===== src/rtl/spi_reg_slave.sv =====
// SPI mode-0 slave holding one WIDTH-bit register, served by PUT/GET frames.
// Everything runs on clk; SPI pins are oversampled through synchronizer chains.
module spi_reg_slave #(
    parameter int WIDTH       = 16,
    parameter logic [WIDTH-1:0] RESET_VAL = '0,
    parameter int SYNC_STAGES = 2
) (
    input  logic             clk,
    input  logic             rst,
    input  logic             SCLK,
    input  logic             SDO,
    input  logic             CS_n,
    output logic             SDI,
    output logic [WIDTH-1:0] d,
    output logic             wr_strobe,
    output logic             rd_strobe,
    output logic             busy
);

    localparam int CW = $clog2(WIDTH + 1);

    typedef enum logic [2:0] {IDLE, CMD, WRITE, READ, DONE} state_t;

    // Pin bundle bit order: [0]=SCLK, [1]=SDO, [2]=CS_n
    logic [2:0]                    pins;
    logic [SYNC_STAGES-1:0][2:0]   sync_reg;
    logic [2:0]                    dly_reg;

    logic             sclk_rise, sclk_fall, cs_rise, cs_fall, sdo_s;
    state_t           state_reg;
    logic [CW-1:0]    cnt_reg;
    logic [WIDTH-1:0] shift_reg;
    logic [WIDTH-1:0] shift_next;
    logic [WIDTH-1:0] d_reg;
    logic             sdi_reg, wr_strobe_reg, rd_strobe_reg, busy_reg;

    assign pins = {CS_n, SDO, SCLK};

    // Synchronizers clear to 0 so a CS_n held low across reset exit yields no falling edge
    always_ff @(posedge clk) begin
        if (rst) begin
            sync_reg <= '0;
            dly_reg  <= '0;
        end else begin
            sync_reg <= {sync_reg[SYNC_STAGES-2:0], pins};
            dly_reg  <= sync_reg[SYNC_STAGES-1];
        end
    end

    assign sclk_rise  = sync_reg[SYNC_STAGES-1][0] & ~dly_reg[0];
    assign sclk_fall  = ~sync_reg[SYNC_STAGES-1][0] & dly_reg[0];
    assign sdo_s      = sync_reg[SYNC_STAGES-1][1];
    assign cs_rise    = sync_reg[SYNC_STAGES-1][2] & ~dly_reg[2];
    assign cs_fall    = ~sync_reg[SYNC_STAGES-1][2] & dly_reg[2];
    assign shift_next = {shift_reg[WIDTH-2:0], sdo_s};

    always_ff @(posedge clk) begin
        if (rst) begin
            state_reg     <= IDLE;
            cnt_reg       <= '0;
            shift_reg     <= '0;
            d_reg         <= RESET_VAL;
            sdi_reg       <= 1'b0;
            wr_strobe_reg <= 1'b0;
            rd_strobe_reg <= 1'b0;
            busy_reg      <= 1'b0;
        end else begin
            wr_strobe_reg <= 1'b0;
            rd_strobe_reg <= 1'b0;
            if (cs_rise) begin
                // Frame aborted or finished; any coincident SCLK edge is dropped
                state_reg <= IDLE;
                busy_reg  <= 1'b0;
                sdi_reg   <= 1'b0;
            end else begin
                case (state_reg)
                    IDLE: begin
                        if (cs_fall) begin
                            state_reg <= CMD;
                            cnt_reg   <= '0;
                            busy_reg  <= 1'b1;
                        end
                    end
                    CMD: begin
                        if (sclk_rise) begin
                            if (sdo_s) begin
                                state_reg <= WRITE;
                                shift_reg <= '0;
                            end else begin
                                state_reg <= READ;
                                shift_reg <= d_reg;
                            end
                        end
                    end
                    WRITE: begin
                        if (sclk_rise) begin
                            shift_reg <= shift_next;
                            cnt_reg   <= cnt_reg + CW'(1);
                            if (cnt_reg == CW'(WIDTH - 1)) begin
                                d_reg         <= shift_next;
                                wr_strobe_reg <= 1'b1;
                                state_reg     <= DONE;
                            end
                        end
                    end
                    READ: begin
                        if (sclk_fall) begin
                            sdi_reg   <= shift_reg[WIDTH-1];
                            shift_reg <= {shift_reg[WIDTH-2:0], 1'b0};
                        end
                        if (sclk_rise) begin
                            cnt_reg <= cnt_reg + CW'(1);
                            if (cnt_reg == CW'(WIDTH - 1)) begin
                                rd_strobe_reg <= 1'b1;
                                sdi_reg       <= 1'b0;
                                state_reg     <= DONE;
                            end
                        end
                    end
                    DONE: begin
                        sdi_reg <= 1'b0;
                    end
                    default: begin
                        state_reg <= IDLE;
                        sdi_reg   <= 1'b0;
                    end
                endcase
            end
        end
    end

    assign SDI       = sdi_reg;
    assign d         = d_reg;
    assign wr_strobe = wr_strobe_reg;
    assign rd_strobe = rd_strobe_reg;
    assign busy      = busy_reg;

endmodule


===== config.mk =====
export PLATFORM = sky130hd
export DESIGN_NAME = spi_reg_slave
export DESIGN_NICKNAME = d
export VERILOG_FILES = /design/src/rtl/spi_reg_slave.sv
export SDC_FILE = /design/constraint.sdc
export NUM_CORES = 1
export LEC_CHECK = 0
export CORE_MARGIN = 4
export CORE_UTILIZATION = 45
export CTS_CLUSTER_SIZE = 28
export DETAILED_ROUTE_END_ITERATION = 8
export PLACE_DENSITY = 0.71
export SYNTH_ARGS = -nofsm -noshare
export SYNTH_HDL_FRONTEND = slang
export SYNTH_SLANG_ARGS = --single-unit

===== constraint.sdc =====
create_clock -name clk -period 2.1 [get_ports clk]
set_input_delay 0.21 -clock clk [delete_from_list [all_inputs] [get_ports clk]]
set_output_delay 0.21 -clock clk [all_outputs]
set_load 0.03 [all_outputs]

==> impl_results.md, run 1 <==
- Grt ovf: 0
- Die Wd: 79.1 µm
- Setup crit start: cnt_reg[0]
- Critical path's top delay family: adder cells
- Worst vdd ir: 0.321 mV
- Critical path's slowest cell: dfxtp_1
- Setup TNS Final: 0 ns
- Syn Inst Count: around 250
- Core area: around 0.0048 mm²
- Final setup vio count: 0
- CP arrival: approximately 2.2 ns
- Sw Pwr: 351 µW
- Hold Path Stages: 1
- Ys async rst share: 0
- CP peak stage delay: around 0.36 ns
- F_max: 0.512 GHz
- Reg power frac: 0.611
- Clock insertion delay at the later pin of the skew report: 0.29 ns
- PD cells: 610 mW/mm²
- Startpoint class of the critical path: flop
- Area share of the largest cell type after synthesis: 0.457
- Final Wtd Congestion: a little under 0.8
- CP max FO: 5
- Cell Area, Synth: 0.00228 mm²
- Critical path depth: 7
- Most used flip-flop cell after synthesis: dfxtp_1
- Most frequent cell after synthesis: dfxtp_1
- Hold Worst Slack: 0.441 ns
- Clk pwr share: 0.349
- Largest net degree at the start of global routing: 36
- Initial Util: 0.473
- Layout Skew: about 0.0083 ns
- Logic pwr share: 0.040
- Min-Delay Path Class: flop to flop
- Ant diodes: 0
- Area growth syn-to-layout: 17.7%
- Worst path required time: 2.34 ns
- CTS buffer count: 5
- Top cell by count, worst path: ha_1
- Pint: between 1 and 1.5 mW
- Die area: 0.00626 mm²
- Status: finished clean
- Top cells by count, synth: dfxtp_1, a21oi_1, nor2_1
- Antenna Violating Nets Remaining: 0
- DR vias: between 1500 and 2000
- Sequential fraction of the synthesis area: 0.457
- Critical path, cell by cell: ha_1, and3_1, ha_1, mux2_2, a211oi_1, or2_2, a32o_1
- CP endpoint kind: flop
- Global-route wire length before repair: 7390 µm
- Net Count, Synth: 254
- Slew Limit Fails: 0
- Max Cap Viol: 0
- Cts hold-fix bufs: 0
- Final WL: roughly 4400 µm
- Worst rel slew slack: 0.733
- DRC viols: 0
- Buf/Inv on CP: 0
- Clock transition at path regs: 0.09 ns
- CTS tree: done
- Bufs on Longest Clock Path: 2
- Design area: 0.00268 mm²
- Worst-margin pin slew: 0.400 ns
- I/O pins: 25
- Final Power: 1.64 mW
- CTS root buf: clkbuf_8
- # rows: 25
- Sink Count: 52
- Mapped Avg Cell Area: 9.22 µm²
- Crit path kind: flop to flop
- Worst R2R Path Depth: 7
- Setup crit end: state_reg[0]
- RSZ-0062 raised after global routing: no
- HPWL after DPL: 2800 µm
- Synth Register Bits: 52
- Drt via density: 5.23
- Share of post-route cells with drive strength above 1: 0.0967
- Vias in the first global route: 1564
- DRT Pass-1 Iters: 4
- Final Critical Period: around 2.0 ns
- Pleak: 1.02 nW
- Final hold vios: 0
- Gr usage total: 0.144
- R2R Setup Slk: 0.15 ns
- Fill count: 439
- Final net count: 275
- Initial antenna violation count: 0
- PortBufs: 24
- FF-to-FF End: state_reg[0]
- Final period util: 0.931
- Cell taking the most area after synthesis: dfxtp_1
- Ys Warns: 0
- Die height: 79.1 µm
- Drt first-iter violations: 84
- RR Startpoint: cnt_reg[0]
- Unique masters post-synth: 41
- Synth area leaders: dfxtp_1, mux2i_1, a21oi_1
- Sw frac: 0.215
- Wirelength per Cell: approximately 13 µm
- CTS HTree Levels: 2
- Post-synth EDFFs: 0
- Placed cell area: ~0.0026 mm²
[final cells by class]
class	instances	area, µm²	area share
tap	67	83.8	0.0313
multi-input combinational	171	1120	0.416
inverter	3	11.3	0.00420
timing repair buffer	35	335	0.125
clock buffer	7	86.3	0.0322
clock inverter	1	7.51	0.00280
sequential	52	1040	0.388
[routing by layer]
metal,global-route usage,part of all wire,vias to the layer above
met5,0,0,-
met4,0.0464,0.0067,0
li1,-,-,924
met2,0.223,0.44,28
met1,0.201,0.52,804
met3,0.0306,0.033,2
[power by group through the flow]
stage          registers (mW)  logic, mW  clock network [mW]
2_1_floorplan            1.02     0.0476                   0
3_3_place_gp             1.02     0.0653                   0
3_5_place_dp             1.02     0.0660                   0
4_1_cts                  1.00     0.0662               0.600
5_1_grt                  1.00     0.0721               0.639
6_report                 1.00     0.0655               0.571
[stage by stage]
| step | utilization | setup WS [ns] | cells |
|---|---|---|---|
| final | 0.557 | 0.146 | 336 |
| after detailed placement | 0.536 | 0.133 | 328 |
| after CTS | 0.555 | 0.0996 | 336 |
| after global routing | 0.557 | 0.0372 | 336 |
| after global placement | 0.536 | 0.207 | 328 |
| after floorplan | - | 0.252 | 247 |
[placed cells by master, fill, tap and decap left out, types with 2 or more instances in the layout]
master	count
nor2_1	23
inv_1	3
ha_1	2
a22oi_1	3
a211oi_1	2
nor2b_1	9
dfxtp_1	52
mux2i_1	16
o21ai_0	16
a311oi_1	2
nand3_1	2
clkbuf_8	6
buf_4	10
nor3_1	3
nor3b_1	15
a21oi_1	30
nand2b_1	2
clkdlybuf4s50_1	24
nand2_1	7
or3_1	15
a32oi_1	2
and3_1	3
[worst min path at each step]
stage,from,endpoint
3_5_place_dp,sync_reg[0],sync_reg[3]
2_1_floorplan,rst,shift_reg[0]
6_report,sync_reg[0],sync_reg[3]
3_3_place_gp,sync_reg[1],sdo_s
5_1_grt,SCLK,sync_reg[0]
4_1_cts,SCLK,sync_reg[0]
[repair_timing]
item | in CTS | in global routing
endpoints found under the setup margin | 0 | 13
resized for setup | 0 | 2
setup buffers | 0 | 0
[kinds of logic (layout without fill, tap and decap cells)]
family / Yosys count / count (layout) / synth area share
and+or+nand+nor: 88 / 88 / 0.229
AOI/OAI and AO/OA: 63 / 63 / 0.165
DFF: 52 / 52 / 0.457
buffers and inverters: 24 / 46 / 0.0560
muxes: 17 / 17 / 0.0753
adders and majority gates: 2 / 2 / 0.0110
xor gates and xnor gates: 1 / 1 / 0.00714
(Power assumes the default switching activity.)
==> run 2: changes to the inputs <==
--- a/config.mk
+++ b/config.mk
@@ -5,11 +5,12 @@
 export SDC_FILE = /design/constraint.sdc
 export NUM_CORES = 1
 export LEC_CHECK = 0
+export ABC_CLOCK_PERIOD_IN_PS = 2100
 export CORE_MARGIN = 4
-export CORE_UTILIZATION = 45
+export CORE_UTILIZATION = 55
 export CTS_CLUSTER_SIZE = 28
 export DETAILED_ROUTE_END_ITERATION = 8
-export PLACE_DENSITY = 0.71
+export PLACE_DENSITY = 0.83
 export SYNTH_ARGS = -nofsm -noshare
 export SYNTH_HDL_FRONTEND = slang
 export SYNTH_SLANG_ARGS = --single-unit
==> impl_results.md, run 2 (synthesis gave the netlist of run 1 again) <==
- CP endpoint kind: flop
- Cts repair resizes: 0 (unchanged)
- Slew Limit Fails: 0 (unchanged)
- F_max: 0.520 GHz (+1.6%)
- Clock transition at path regs: 0.09 ns (about the same)
- Layer with the highest usage: met2
- Critical path's slowest cell: dfxtp_1
- Die Wd: 72.3 µm (-8.6%)
- Most common cell after layout, fill and taps aside: dfxtp_1
- Setup bufs post-CTS: 0 (unchanged)
- RSZ-0062 raised after global routing: no
- Bufs on Longest Clock Path: 2 (unchanged)
- Max Cap Viol: 0 (unchanged)
- DRC viols: 0 (unchanged)
- PortBufs: 24 (unchanged)
- Worst rel slew slack: 0.708 (-0.0249)
- Reg power frac: 0.574 (-0.037)
- Most frequent cells in the layout: dfxtp_1, a21oi_1, clkdlybuf4s50_1
- Drt via density: 5.71 (+9.2%)
- Sink Count: 52 (unchanged)
- Met1 usage: 0.232 (+0.0312)
- PD cells: 653 mW/mm² (+6.9%)
- Clock insertion delay at the later pin of the skew report: 0.30 ns (about the same)
- Hold EP: sync_reg[3]
- Critical path's top delay family: adder cells
- Worst-margin pin slew: 0.437 ns (+0.0366 ns)
- Buf/Inv on CP: 0 (unchanged)
- Met3 Usage GRT: 0.0388 (+0.00817)
- Final Critical Period: 1.92 ns (-0.0298 ns)
- DR vias: 1834 (+4.3%)
- Min-Delay Path Class: flop to flop
- Status: finished clean
- RR Startpoint: cnt_reg[0]
- Share of post-route cells with drive strength above 1: 0.103 (+0.00667)
- Drt first-iter violations: 105 (+25%)
- Worst vdd ir: 0.425 mV (+32%)
- Area growth syn-to-layout: 17.3%
- Core area: 0.00400 mm² (-17%)
- Placed insts: 313 (-4.6%)
- Cts hold-fix bufs: 0 (unchanged)
- CTS tree: done
- Final Power: 1.74 mW (+6.5%)
- CTS HTree Levels: 2 (unchanged)
- Worst R2R Path Depth: 7 (unchanged)
- Top cell by count, worst path: ha_1
- Gr usage total: 0.183 (+0.0388)
- Die area: 0.00523 mm² (-16%)
- Grt ovf: 0 (unchanged)
- Final Wtd Congestion: 0.789 (+0.47%)
- Sw frac: 0.212 (-0.00253)
- Final period util: 0.916 (-0.0142)
- Startpoint class of the critical path: flop
- Logic pwr share: 0.039 (about the same)
- Placed cell area: 0.00256 mm² (-0.73%)
- Global-route wire length before repair: 7710 µm (+4.3%)
- Pleak: 1.03 nW (+1.4%)
- Met2 usage: 0.304 (+0.0813)
- Wirelength per Cell: 14.0 µm (+7.7%)
- CTS buffer count: 5 (unchanged)
- CTS root buf: clkbuf_8
- HPWL after DPL: 2980 µm (+6.2%)
- Final hold vios: 0 (unchanged)
- Worst path required time: 2.35 ns (about the same)
- Hold Worst Slack: 0.443 ns (+0.00154 ns)
- Hold Crit Start: sync_reg[0]
- Largest net degree at the start of global routing: 33 (-8.3%)
- Critical path, cell by cell: ha_1, and3_1, ha_1, mux2_2, a211oi_1, or2_2, a32o_1
- Sw Pwr: 370 µW (+5.3%)
- DRT Pass-1 Iters: 4 (unchanged)
- Design area: 0.00267 mm² (-0.37%)
- I/O pins: 25 (unchanged)
- Initial antenna violation count: 0 (unchanged)
- CP arrival: 2.17 ns (-0.02 ns)
- FF-to-FF End: state_reg[0]
- Hold Path Stages: 1 (unchanged)
- Vias in the first global route: 1777 (+14%)
- Initial Util: 0.569 (+0.0966)
- Crit path kind: flop to flop
- Post-route non-filler standard cell count: 321 (-4.5%)
- Ant diodes: 0 (unchanged)
- CP peak stage delay: 0.35 ns (about the same)
- Final WL: 4480 µm (+2.9%)
- Antenna Violating Nets Remaining: 0 (unchanged)
- R2R Setup Slk: 0.18 ns (+0.03 ns)
- CP max FO: 5 (unchanged)
- Final net count: 277 (+0.73%)
- Pint: 1.37 mW (+6.9%)
- Die height: 72.3 µm (-8.6%)
- # rows: 23 (-8.0%)
- Final setup vio count: 0 (unchanged)
- Layout Skew: 0.0104 ns (+0.00209 ns)
- Clk pwr share: 0.387 (+0.038)
- Setup TNS Final: 0 ns (unchanged)
## run 2: cell count changes in the layout (fill, tap and decap cells not counted)
cell        delta
buf_12         -1
nor2b_4        -1
clkinv_2       +1
buf_4          +3
clkinvlp_4     -1
clkbuf_8       -1
bufinv_16      +1
nor2b_2        +1
## run 2: power by group through the flow
stage | logic, mW | registers, mW | clock network (mW)
after floorplan | 0.0476 | 1.02 | 0
after global placement | 0.0677 | 1.02 | 0
after detailed placement | 0.0680 | 1.02 | 0
after CTS | 0.0689 | 1.00 | 0.684
after global routing | 0.0757 | 1.00 | 0.723
final | 0.0686 | 1.00 | 0.674
## run 2: worst max-delay path by stage
stage / slack, ns / cells after the start / startpoint / endpoint
floorplan: 0.25 / 8 / cnt_reg[0] / d[15]
global placement: 0.24 / 7 / cnt_reg[0] / state_reg[0]
detailed placement: 0.18 / 8 / cnt_reg[0] / d[1]
CTS: 0.17 / 8 / cnt_reg[0] / d[6]
global route: 0.01 / 8 / cnt_reg[0] / d[6]
finish: 0.18 / 7 / cnt_reg[0] / state_reg[0]
## run 2: final cells by class
| cell class | count | area [µm²] |
|---|---|---|
| flip-flops and latches | 52 | 1040 |
| multi-input cells | 171 | 1110 |
| inverters | 3 | 11.3 |
| clock inverters | 2 | 35.0 |
| repair buffers | 37 | 338 |
| fillers | 329 | 1330 |
| well taps | 50 | 62.6 |
| clock buffers | 6 | 72.6 |
## run 2: stage by stage
| step | util | setup slack [ns] |
|---|---|---|
| floorplan | - | 0.252 |
| global placement | 0.640 | 0.241 |
| finish | 0.668 | 0.175 |
| global route | 0.668 | 0.0121 |
| CTS | 0.667 | 0.170 |
| detailed placement | 0.640 | 0.181 |
## run 2: per-layer routing
| layer | part of all wire | vias to the layer above |
|---|---|---|
| met4 | 0.0094 | 0 |
| met2 | 0.49 | 33 |
| met5 | 0 | - |
| met3 | 0.037 | 5 |
| met1 | 0.46 | 870 |
| li1 | - | 926 |
==> edit 1: new RTL, config.mk and constraints of run 2 <==
Register the output `d` once more, cleared by the reset; this adds one clock of latency there. The other outputs are not delayed to match.
--- a/src/rtl/spi_reg_slave.sv
+++ b/src/rtl/spi_reg_slave.sv
@@ -130,7 +130,13 @@
     end
 
     assign SDI       = sdi_reg;
-    assign d         = d_reg;
+    always_ff @(posedge clk) begin
+        if (rst) begin
+            d <= '0;
+        end else begin
+            d <= d_reg;
+        end
+    end
     assign wr_strobe = wr_strobe_reg;
     assign rd_strobe = rd_strobe_reg;
     assign busy      = busy_reg;
Function: no difference found for any inputs over 10 cycles, from zero or initial values and one cycle with rst high; that may be too few to reach the edited logic, so the function may still have changed.
==> edit 1 against run 2 <==
Critical path type unchanged; clock power grew 50%; critical path depth is the same; synthesized cell count grew 5.7%; wire length grew 0.33%; synthesized area grew 18%; via count grew 3.3%; setup slack gained 0.22 ns; sequential power grew 31%; largest power group unchanged; sequential share of layout area grew 4.3 points; sequential cell count grew 16; count of clock-buffer cells in the layout grew 5; critical endpoint is now d_reg[8]; maximum frequency grew 13%; final area grew 18%; power grew 36%.
==> edit 1: results <==
group,metric,value,unit
floorplan,core,0.00472,mm^2
run_status,status,"complete, no violations",
synth,synth_cell_type_count,39,
pwr,powerClk,1010,uW
placement,gp_congestion,0.799,
synth,synthTopCellsByArea,"dfxtp_1 51%, a211oi_2 6.5%, mux2i_1 6.3%",
pwr,powerDensity,756,mW/mm^2
detailed_routing,first_iter_violations,152,
critical_path,regToRegEndpoint,"d_reg[8]",
critical_path,arrival,1.92,ns
hold_path,min_to,"busy",
synth,syn_nets,268,
hold_path,hold_class,"in2reg",
global_route,grt_pass1_vias,1740,
global_route,use_met3,5.92,%
placement,dpl-instance-area,0.00296,mm^2
global_route,use_met2,25.0,%
critical_path,r2r_slack,0.40,ns
placement,place_ws,0.406,ns
pwr,irDropWorstVdd,0.438,mV
placement,dp_cells,338,
layout,final_nets,289,
hold_path,hp-start,"rst",
detailed_routing,met1Wirelength,2080,um
synth,synth_sequential_area_ratio,50.8,%
clock_network,numCtsBuffers,9,
synth,syn_area_per_cell,10.3,um^2
pwr,seq_power,1310,uW
sta,slew_headroom,71.3,%
global_route,grt_pass1_wl,7850,um
global_route,grt_use_total,16.3,%
clock_network,worstSkewPairLatency,0.34,ns
detailed_routing,wl_met3,233,um
placement,dp.final_hpwl,2820,um
pwr,leakage,0.00121,uW
detailed_routing,wirelength,4500,um
detailed_routing,vias,1894,
sta,hold_ws,0.238,ns
sta,skew,0.00579,ns
edit 1: cell count changes in the layout (fill, tap and decap cells not counted), moves of 4 or more:
| cell | run 2 | this run |
|---|---|---|
| dfxtp_1 | 52 | 68 |
| nor2b_1 | 9 | 25 |
| a211oi_2 | 0 | 14 |
| a21oi_1 | 30 | 16 |
| or3_1 | 15 | 1 |
| o21ai_0 | 16 | 4 |
| nor2_2 | 0 | 10 |
| buf_4 | 13 | 4 |
| nor2_1 | 23 | 28 |
| clkbuf_8 | 5 | 9 |
edit 1: critical path: stages, from the launching register on:
cell,delay [ns]
dfxtp_1,0.34
ha_1,0.23
and3_1,0.18
ha_1,0.22
nand4b_1,0.15
buf_12,0.19
mux2i_1,0.21
nor2_1,0.06
edit 1: how the worst max path moves through the flow:
stage / slack [ns] / end / depth (start not counted) / start
3_3_place_gp: 0.47 / shift_reg[12] / 5 / state_reg[1]
5_1_grt: 0.28 / d_reg[7] / 7 / cnt_reg[0]
2_1_floorplan: 0.39 / d_reg[7] / 8 / cnt_reg[0]
3_5_place_dp: 0.41 / d_reg[8] / 7 / cnt_reg[0]
4_1_cts: 0.39 / d_reg[7] / 7 / cnt_reg[0]
6_report: 0.40 / d_reg[8] / 7 / cnt_reg[0]
edit 1: final cells by class:
class	instances	area, um^2
clock buffers	11	131
well taps	67	83.8
multi-input cells	167	1190
inverters	6	22.5
fillers	376	1580
clock inverters	5	52.6
repair buffers	30	305
flip-flops and latches	68	1360
edit 1: cell families (layout without fill, tap and decap cells):
family,Yosys count,after routing,synth area share (%)
and+or+nand+nor,97,97,21.0
DFF,68,68,50.8
adders and majority gates,2,2,0.933
AOI/OAI and AO/OA,50,50,15.5
buffers and inverters,26,52,4.95
muxes,18,18,6.77
==> edit 2: new RTL, settings of run 2 <==
Without the edit above. `SYNC_STAGES`: 2 -> 4.
--- a/src/rtl/spi_reg_slave.sv
+++ b/src/rtl/spi_reg_slave.sv
@@ -3,7 +3,7 @@
 module spi_reg_slave #(
     parameter int WIDTH       = 16,
     parameter logic [WIDTH-1:0] RESET_VAL = '0,
-    parameter int SYNC_STAGES = 2
+    parameter int SYNC_STAGES = 4
 ) (
     input  logic             clk,
     input  logic             rst,
Function: changed (Yosys sat finds a counterexample within 10 cycles, from zero or initial values and one cycle with rst high).
==> edit 2 against run 2 <==
Synthesized cell count shrank 6.9%; global-route usage grew 1.6 points; synthesized area grew 1.7%; sequential cell count grew 6; via count shrank 2.5%; sequential power grew 11%; cell count shrank 2.2%; clock power grew 37%; wire length grew 5.6%; power grew 19%; final area grew 4.6%; setup slack lost 0.096 ns; critical path type unchanged.
==> edit 2: results <==
group,metric,value,unit
run_status,status,"complete, no violations",
global_route,grt_use_total,19.9,%
synth,synthMuxAreaShare,7.40,%
placement,dp_cells,294,
synth,synth_fa_ha_area_share,1.08,%
clock_network,cts_setup_buffers,0,
sta,skew,0.00540,ns
detailed_routing,wl_met3,278,um
synth,synth_sequential_area_ratio,50.1,%
detailed_routing,wl_per_cell,15.1,um
synth,synthTopCellsByArea,"dfxtp_1 50%, mux2i_1 6.9%, nor2_1 6.6%",
global_route,grt_pass1_wl,8010,um
placement,dpl-instance-area,0.00256,mm^2
global_route,grt_pass1_vias,1759,
clock_network,htreeDepth,3,
synth,synth_compound_area_share,11.3,%
sta,worst_pin_slew,0.654,ns
synth,syn_nets,237,
synth,synth_cell_type_count,39,
detailed_routing,vias,1789,
clock_network,clk_path_buf_depth,2,
global_route,grt_max_degree,32,
clock_network,worstSkewPairLatency,0.33,ns
pwr,leakage,0.00111,uW
clock_network,clk_pin_slew,0.06,ns
clock_network,numCtsBuffers,9,
detailed_routing,top_layer,"met4",
pwr,p_clk_share,44.5,%
global_route,use_met2,29.6,%
detailed_routing,met1Wirelength,2140,um
detailed_routing,first_iter_violations,116,
detailed_routing,wl_met2,2190,um
pwr,powerDensity,744,mW/mm^2
synth,synth_common_cells,"58 x dfxtp_1, 41 x nor2_1, 16 x mux2i_1, 16 x nor2b_1, 15 x a221oi_1",
critical_path,critPathSlowestCell,"or4_4",
placement,place_ws,-0.0277,ns
pwr,switchingPower,434,uW
critical_path,path_delay_family,"simple AND/OR/NAND/NOR gates",
pwr,finalPower,2080,uW
placement,io_buffers,24,
hold_path,hold_class,"in2reg",
layout,final_nets,266,
critical_path,path_max_fanout,16,
placement,dp.final_hpwl,2920,um
global_route,met1_usage,25.1,%
layout,drive_above_1_share,18.2,%
pwr,irDropWorstVdd,0.533,mV
critical_path,cpPeakStageDelay,0.47,ns
layout,fill_cells,319,
pwr,comb_power_share,2.0,%
global_route,use_met3,7.99,%
synth,synth_cells,230,
placement,gp_congestion,0.828,
detailed_routing,dr.pass1.iters,4,
clock_network,ctsResizeCount,3,
critical_path,arrival,2.23,ns
clock_network,cts_hold_buf,0,
synth,synth-xor-area-share,0,%
detailed_routing,wirelength,4730,um
==> edit 2: layout make-up <==
| class | count | area share, % |
|---|---|---|
| flip-flops and latches | 58 | 41.6 |
| well taps | 50 | 2.24 |
| repair buffers | 34 | 11.6 |
| inverters | 2 | 0.269 |
| clock buffers | 14 | 6.18 |
| multi-input cells | 154 | 37.8 |
| clock inverters | 2 | 0.358 |
==> edit 2: final timing paths <==
path	startpoint	to	slack (ns)	cells after the start
worst max register to register	cnt_reg[1]	d[3]	0.08	8
worst min register to register	sync_reg[0]	sync_reg[3]	0.44	1
worst max-delay path	cnt_reg[1]	d[3]	0.08	8
worst min-delay path	rst	dly_reg[2]	0.33	2
==> edit 2: cell families after synthesis <==
group | Yosys count
buffers and inverters | 18
AND/OR/NAND/NOR | 102
adder cells (fa/ha/maj) | 2
AO/OA/AOI/OAI | 33
flip-flops | 58
multiplexers | 17
